`config.mk`:
```
export PLATFORM = sky130hd
export DESIGN_NAME = ilkn_msg_sched
export DESIGN_NICKNAME = d
export VERILOG_FILES = /design/src/rtl/ilkn_msg_sched.sv
export SDC_FILE = /design/constraint.sdc
export NUM_CORES = 1
export LEC_CHECK = 0
export CAP_MARGIN = 10
export CELL_PAD_IN_SITES_DETAIL_PLACEMENT = 1
export CELL_PAD_IN_SITES_GLOBAL_PLACEMENT = 1
export CORE_UTILIZATION = 42
export DETAILED_ROUTE_END_ITERATION = 8
export HOLD_SLACK_MARGIN = 0.12
export PLACE_DENSITY_LB_ADDON = 0.1
export RECOVER_POWER = 25
export SETUP_SLACK_MARGIN = 0.3
export SYNTH_ARGS = -nofsm -noshare
export SYNTH_HDL_FRONTEND = slang
export SYNTH_SLANG_ARGS = --single-unit
```
`constraint.sdc`:
```
create_clock -name init_clk -period 14.1 [get_ports init_clk]
set_input_delay 2.82 -clock init_clk [delete_from_list [all_inputs] [get_ports init_clk]]
set_output_delay 2.82 -clock init_clk [all_outputs]
set_load 0.1 [all_outputs]
```
`src/rtl/ilkn_msg_sched.sv`:
```
// Round-robin message scheduler feeding an Interlaken TX user interface.
// A granted request becomes a burst of 64-bit words tagged with timestamp, channel and word index.
module ilkn_msg_sched #(
  parameter int NUM_REQ = 9,
  parameter int LEN_W   = 8,
  parameter int TS_W    = 32
) (
  input  logic                     init_clk,
  input  logic                     clk_reset,
  input  logic [NUM_REQ-1:0]       req_valid,
  input  logic [NUM_REQ*LEN_W-1:0] req_len,
  output logic [NUM_REQ-1:0]       req_ack,
  output logic                     tx_valid,
  input  logic                     tx_ready,
  output logic                     tx_sop,
  output logic                     tx_eop,
  output logic [3:0]               tx_chan,
  output logic [63:0]              tx_data,
  output logic                     busy
);

  localparam int CH_W = (NUM_REQ > 1) ? $clog2(NUM_REQ) : 1;

  typedef enum logic [1:0] {IDLE, GRANT, SEND} state_t;

  state_t            state, state_d;
  logic [TS_W-1:0]   ts, ts_q, ts_d;
  logic [CH_W-1:0]   last_grant, last_d;
  logic [CH_W-1:0]   win_q, win_d;
  logic [CH_W-1:0]   winner;
  logic              found;
  int                cand;
  logic [LEN_W-1:0]  len_q, len_d, win_len;
  logic [LEN_W-1:0]  idx, idx_d, idx_nxt;
  logic [NUM_REQ-1:0] ack_d;
  logic              valid_d, sop_d, eop_d;
  logic [3:0]        chan_d;

  // Round-robin search: first requester at or after last_grant+1, wrapping at NUM_REQ.
  always_comb begin
    // NOTE: every variable gets a default before any branch, so no latch can be inferred.
    winner = '0;
    found  = 1'b0;
    cand   = 0;
    for (int k = 1; k <= NUM_REQ; k++) begin
      cand = int'(last_grant) + k;
      if (cand >= NUM_REQ) cand = cand - NUM_REQ;
      if (!found && req_valid[cand]) begin
        found  = 1'b1;
        winner = CH_W'(cand);
      end
    end
  end

  assign win_len = req_len[winner*LEN_W +: LEN_W];
  assign idx_nxt = idx + LEN_W'(1);

  always_comb begin
    state_d = state;
    ack_d   = '0;
    valid_d = tx_valid;
    sop_d   = tx_sop;
    eop_d   = tx_eop;
    chan_d  = tx_chan;
    idx_d   = idx;
    len_d   = len_q;
    ts_d    = ts_q;
    last_d  = last_grant;
    win_d   = win_q;
    case (state)
      IDLE: begin
        if (found) begin
          state_d        = GRANT;
          ack_d[winner]  = 1'b1;
          last_d         = winner;
          win_d          = winner;
          len_d          = (win_len == '0) ? LEN_W'(1) : win_len;
        end
      end
      GRANT: begin
        state_d = SEND;
        ts_d    = ts;
        valid_d = 1'b1;
        sop_d   = 1'b1;
        eop_d   = (len_q == LEN_W'(1));
        chan_d  = 4'(win_q);
        idx_d   = '0;
      end
      SEND: begin
        // Outputs only move on an accepted word, so a stalled word stays put.
        if (tx_ready) begin
          if (tx_eop) begin
            state_d = IDLE;
            valid_d = 1'b0;
            sop_d   = 1'b0;
            eop_d   = 1'b0;
            chan_d  = '0;
          end else begin
            idx_d = idx_nxt;
            sop_d = 1'b0;
            eop_d = (idx_nxt == len_q - LEN_W'(1));
          end
        end
      end
      default: state_d = IDLE;
    endcase
  end

  always_ff @(posedge init_clk) begin
    // NOTE: sequential state uses non-blocking assignments so every register samples pre-edge values.
    if (clk_reset) begin
      state      <= IDLE;
      ts         <= '0;
      ts_q       <= '0;
      last_grant <= CH_W'(NUM_REQ - 1);
      win_q      <= '0;
      len_q      <= '0;
      idx        <= '0;
      req_ack    <= '0;
      tx_valid   <= 1'b0;
      tx_sop     <= 1'b0;
      tx_eop     <= 1'b0;
      tx_chan    <= '0;
      busy       <= 1'b0;
    end else begin
      state      <= state_d;
      ts         <= ts + TS_W'(1);
      ts_q       <= ts_d;
      last_grant <= last_d;
      win_q      <= win_d;
      len_q      <= len_d;
      idx        <= idx_d;
      req_ack    <= ack_d;
      tx_valid   <= valid_d;
      tx_sop     <= sop_d;
      tx_eop     <= eop_d;
      tx_chan    <= chan_d;
      busy       <= (state_d != IDLE);
    end
  end

  assign tx_data = tx_valid ? {32'(ts_q), 4'h0, tx_chan, 16'h0000, 8'(idx)} : 64'h0;

endmodule

```
## Word-level counts from Yosys, hierarchy flattened

Index checks and enable logic that the tools add are counted.

| word-level totals | value |
|---|---|
| flip-flop bits (word level) | 107 |

| operators by class | value |
|---|---|
| equality and inequality tests | 7 |
| magnitude comparators | 20 |
| reductions and logical operators | 26 |
| shifts and indexed selects | 1 |
| $add $sub $neg | 21 |
| bitwise gates (word level) | 2 |
| mux-type cells | 76 |

Operators with widths:

| operator | count |
|---|---|
| $lt 32x6->1 const B | 9 |
| $mux 32 | 9 |
| $shiftx 72x8->8 | 1 |
| $mux 64 | 1 |
| $sub 5x4->6 const B | 9 |
| $ge 5x4->1 const B | 9 |
| $mux 4 | 11 |
| $bmux 1 s4 | 9 |
| $mux 1 | 33 |
| $add 32x1->32 const B | 1 |
| $mux 8 | 3 |
| $add 4x3->5 const B | 4 |
| $pmux 8 s2 | 1 |
| $add 4x2->5 const B | 2 |
| $add 4x4->5 const B | 2 |
| $logic_and 1x1->1 | 9 |
| $add 8x1->8 const B | 1 |
| $eq 8x1->1 const B | 1 |
| $eq 8x8->1 | 1 |
| $logic_not 1->1 | 8 |
| $logic_not 8->1 | 1 |
| $pmux 4 s2 | 1 |
| $sub 8x1->8 const B | 1 |
| $mux 2 | 3 |
| 15 further kinds | 23 |

## Depth between registers and ports, before layout

| depth | value |
|---|---|
| depth after elaboration | 35 |
| mapped depth | 25 |
| mapped depth without buffers | 16 |

## Least setup slack after synthesis

Ideal clock, no wire load.

| timing | value |
|---|---|
| kind | in2reg |
| from | input req_valid[5] |
| to | register len_q[0] |
| setup time | 0.084 ns |
| path slack | 7.675 ns |
| arrival | 6.341 ns |
| path buffers | 4 |
| cell stages on the path | 17 |
| cells stage by stage | clkbuf_1 > mux4_2 > o2111a_1 > a31o_2 > o21ai_0 > a21o_1 > buf_1 > o2111ai_1 > nor3_2 > nand2_2 > a21oi_2 > buf_6 > buf_8 > mux2_1 > a211oi_2 > nand4_1 > o31ai_2 |

| between the ends | value |
|---|---|
| longest elaborated chain between the ends | 31 |
| elaborated cells on any way between the ends | 65 |
| those cells by class | shift (1); mux (46); reduce/logical (18) |

RTL lines:

| what | line | RTL |
|---|---|---|
| start, declared | 10 | `input logic [NUM_REQ-1:0] req_valid,` |
| $bmux 1 s4 | 48 | `if (!found && req_valid[cand]) begin` |
| $mux 1 (implied by the code) (2 in a row) | 48 |  |
| $mux 1 | 48 |  |
| $logic_not 1->1 | 48 |  |
| $logic_and 1x1->1 | 48 |  |
| $mux 1 | 48 |  |
| $logic_not 1->1 | 48 |  |
| $logic_and 1x1->1 | 48 |  |
| [... 14 more ...] | - |  |
| $logic_and 1x1->1 | 48 |  |
| $mux 1 | 48 |  |
| $logic_not 1->1 | 48 |  |
| $logic_and 1x1->1 | 48 |  |
| $mux 4 | 48 |  |
| $shiftx 72x8->8 | 55 | `assign win_len = req_len[winner*LEN_W +: LEN_W];` |
| $logic_not 8->1 | 77 | `len_d = (win_len == '0) ? LEN_W'(1) : win_len;` |
| $mux 8 | 77 |  |
| end signal, assigned | 131 | `len_q <= len_d;` |
| end, declared | 33 | `logic [LEN_W-1:0] len_q, len_d, win_len;` |

Parallel ways exist; a longest one is shown, timed or not. The select of a mux whose other input is x is not followed.
A chain may end at the register's enable or synchronous reset.

## Final worst setup path

| timing | value |
|---|---|
| from | input req_valid[6] |
| to | register len_q[0] |

Same word-level chain as after synthesis.

==> results.cfg <==
[yosys]
synth_area_leaders = dfxtp_1, mux2i_1, nand2_1
ys_async_sr_fraction_pct = 0
synth_top_family_by_area = simple AND/OR/NAND/NOR gates
synth-simple-area-share_pct = 27.1
synth_xor_area_share_pct = 6.58
synth_mux_area_share_pct = 8.80
yosysWarnings = 0
synth-seq-area-share_pct = 23.1
synth.avg_cell_area_um2 = 7.66
yosys.area.top_type = dfxtp_1
postSynthCellCount = 1177
synth_flop_cell = dfxtp_1
synthAdderAreaFrac_pct = 3.47
synth.distinct_cells = 103
synth_edf_count = 0
netlist.area_leader.share_pct = 23.1
synth-compound-area-share_pct = 23.7
ys_seq_elements = 104
syn_area_um2 = 9020

[critical_path]
critPathKind = input port to register
start_kind = input port
cp_max_fo = 12
arrival_ns = 8.20
cp-end-kind = register
cp.required_ns = 14.37

[place]
port_buffers = 144
dpl.cell_count = 1524
dp.final_hpwl_um = 21500
gp_congestion = 0.932
dp_slack_ns = 5.92

[floorplan]
die_area_um2 = 22100
die_x_um = 149
design.core.area_um2 = 21000
top_level_ports = 165
initial_utilization_pct = 42.9
die_y_um = 149
rows = 53

[sta]
rsz0062_at_grt = no
final_hold_viol_count = 0
whs_ns = 0.450
fin_skew_ns = 0.0145
worstMarginPinSlew_ns = 4.28
fmax_mhz = 126
tns_ns = 0
setup_ws_ns = 6.17
slew_headroom_pct = -185
final.min_clock_period_ns = 7.93
drv_slew = 94
fin_crit_sh_pct = 56.2
finalSetupViolCount = 0

[cts]
clock-sinks = 104
clk_latency_ns = 0.36
ctsRootBufferMaster = clkbuf_16
cts_buffers = 9
cts.clk_slew.worst_paths_ns = 0.07
clk_path_buf_depth = 2
cts_resized = 0
cts_tree = yes
hold_buffers = 0
h-tree-depth = 3
cts_setup_buffers = 0

[flow_run]
drv_cap = 1

[global_route]
grt_max_degree = 94
grt_use_total_pct = 26.3
grt_overflow = 0
grt_pass1_wl_um = 46500
grt_antenna_before_repair = 0
grt_pass1_vias = 8749

[route]
drtIter0Drc = 497
wl_um = 29100
drc = 0
dr_total_vias = 9056
routedWlPerCell_um = 18.9
ant_nets = 0
via_per_inst = 5.88
first_pass_iters = 5

[pwr]
power.leakage_nw = 3.91
p_sw_share_pct = 54.0
power_density_nw_per_um2 = 238
seq_power_share_pct = 13.8
finalPower_mw = 2.54
p_int_mw = 1.17
clkPwrFrac_pct = 9.5
peakVddDrop_uv = 154
switching_power_mw = 1.37
p_comb_share_pct = 76.8

[layout]
fillers = 2606
stdcell_count = 1540
drive_gt1_share_pct = 6.88
seqCellArea_um2 = 2080
num_antenna_cells = 0
final_nets = 1369
syn_to_final_growth_pct = 18.6
multi_input_area_um2 = 6360

[run_status]
status = complete, but fails checks
violations = capacitance limit, slew limit

[min_path]
hold_class = register to register
## cell usage in the layout, fill, tap and decap left out, types with 38 or more instances in the layout
| cell | instances |
|---|---|
| xnor2_1 | 38 |
| and2_1 | 55 |
| clkdlybuf4s50_1 | 143 |
| a21oi_1 | 79 |
| dfxtp_1 | 103 |
| nor2_1 | 105 |
| nand3_1 | 41 |
| o21ai_0 | 42 |
| mux2i_1 | 56 |
| nand2_1 | 141 |
## per-stage QoR
stage	area (um2)	utilization (%)
2_1_floorplan	9090	-
3_3_place_gp	10400	49.5
3_5_place_dp	10400	49.5
4_1_cts	10700	50.9
5_1_grt	10700	50.9
6_report	10700	50.9
## cell usage after synthesis, types with 6 or more instances
master / count
a311oi_1: 8
o2111ai_1: 7
or3_1: 12
buf_6: 6
a31oi_1: 11
o311ai_0: 7
nor2_1: 105
nor3_1: 25
buf_4: 26
nor4_1: 8
a21oi_1: 79
buf_2: 17
buf_1: 7
or2_2: 6
nand2b_1: 13
a21boi_0: 6
dfxtp_1: 104
o31ai_1: 6
nor2b_1: 12
nand4_1: 12
clkbuf_1: 46
inv_1: 20
a211oi_1: 20
xor2_1: 26
ha_1: 25
mux2i_1: 56
o21ai_0: 42
and2_1: 55
nand3_1: 41
nor3b_1: 8
xnor2_1: 38
nand2_1: 141
o211ai_1: 13
a22oi_1: 7
and3_1: 15
mux2_2: 6
## worst paths after layout
path	from	end	slack [ns]	depth (start not counted)
worst min register to register	ts_q[29]$_SDFFE_PP0P_	ts_q[29]$_SDFFE_PP0P_	0.45	2
worst max register to register	last_grant[1]$_SDFFE_PP0P_	len_q[0]$_SDFFE_PP0P_	7.38	17
worst max-delay path	req_valid[6]	len_q[0]$_SDFFE_PP0P_	6.17	14
worst min-delay path	ts_q[29]$_SDFFE_PP0P_	ts_q[29]$_SDFFE_PP0P_	0.45	2
## metal layers
layer  vias to the layer above  GRT usage, %  share of wire (%)
li1                       4371             -                  -
met1                      4337          35.9                 47
met2                       302          42.6                 45
met3                        46          3.77                5.4
met4                         0          7.63                2.3
met5                         -             0                  0
## worst max-delay path, stage by stage
cell             delay [ns]
clkdlybuf4s50_1        0.68
mux4_2                 0.59
nor4_1                 0.31
o211ai_1               0.21
a31oi_1                0.56
o2111a_1               0.35
nand2b_2               0.12
nor4_4                 0.40
mux2i_1                0.89
or2_1                  0.41
o31ai_1                0.13
a211oi_1               0.34
o2111ai_1              0.18
o31ai_2                0.19
## layout make-up
type / instances / share of cell area, %
Multi-Input combinational cell: 965 / 59.5
Sequential cell: 104 / 19.5
Timing Repair Buffer: 157 / 14.3
Tap cell: 275 / 3.22
Clock buffer: 9 / 2.11
Inverter: 23 / 0.807
Clock inverter: 7 / 0.608
## flip-flops by register name, summed over array words and instances (netlist names)
name,flops
busy,1
idx,8
last_grant,4
len_q,8
req_ack,9
state,2
ts,32
ts_q,32
tx_chan,4
tx_eop,1
tx_sop,1
tx_valid,1
win_q,1
## cells by family after synthesis
group | Yosys count
other | 1
AO/OA/AOI/OAI | 298
flip-flops | 104
adder cells (fa/ha/maj) | 25
buffers and inverters | 127
XOR/XNOR | 66
AND/OR/NAND/NOR | 485
multiplexers | 71
## power groups by stage
stage	Clock [mW]	Sequential, mW	Combinational, mW
after detailed placement	0	0.356	1.94
after global placement	0	0.355	1.92
after CTS	0.247	0.350	1.95
final	0.242	0.350	1.95
after global routing	0.259	0.354	2.11
after floorplan	0	0.429	1.49
No activity file was read; power rests on OpenSTA's default activity.
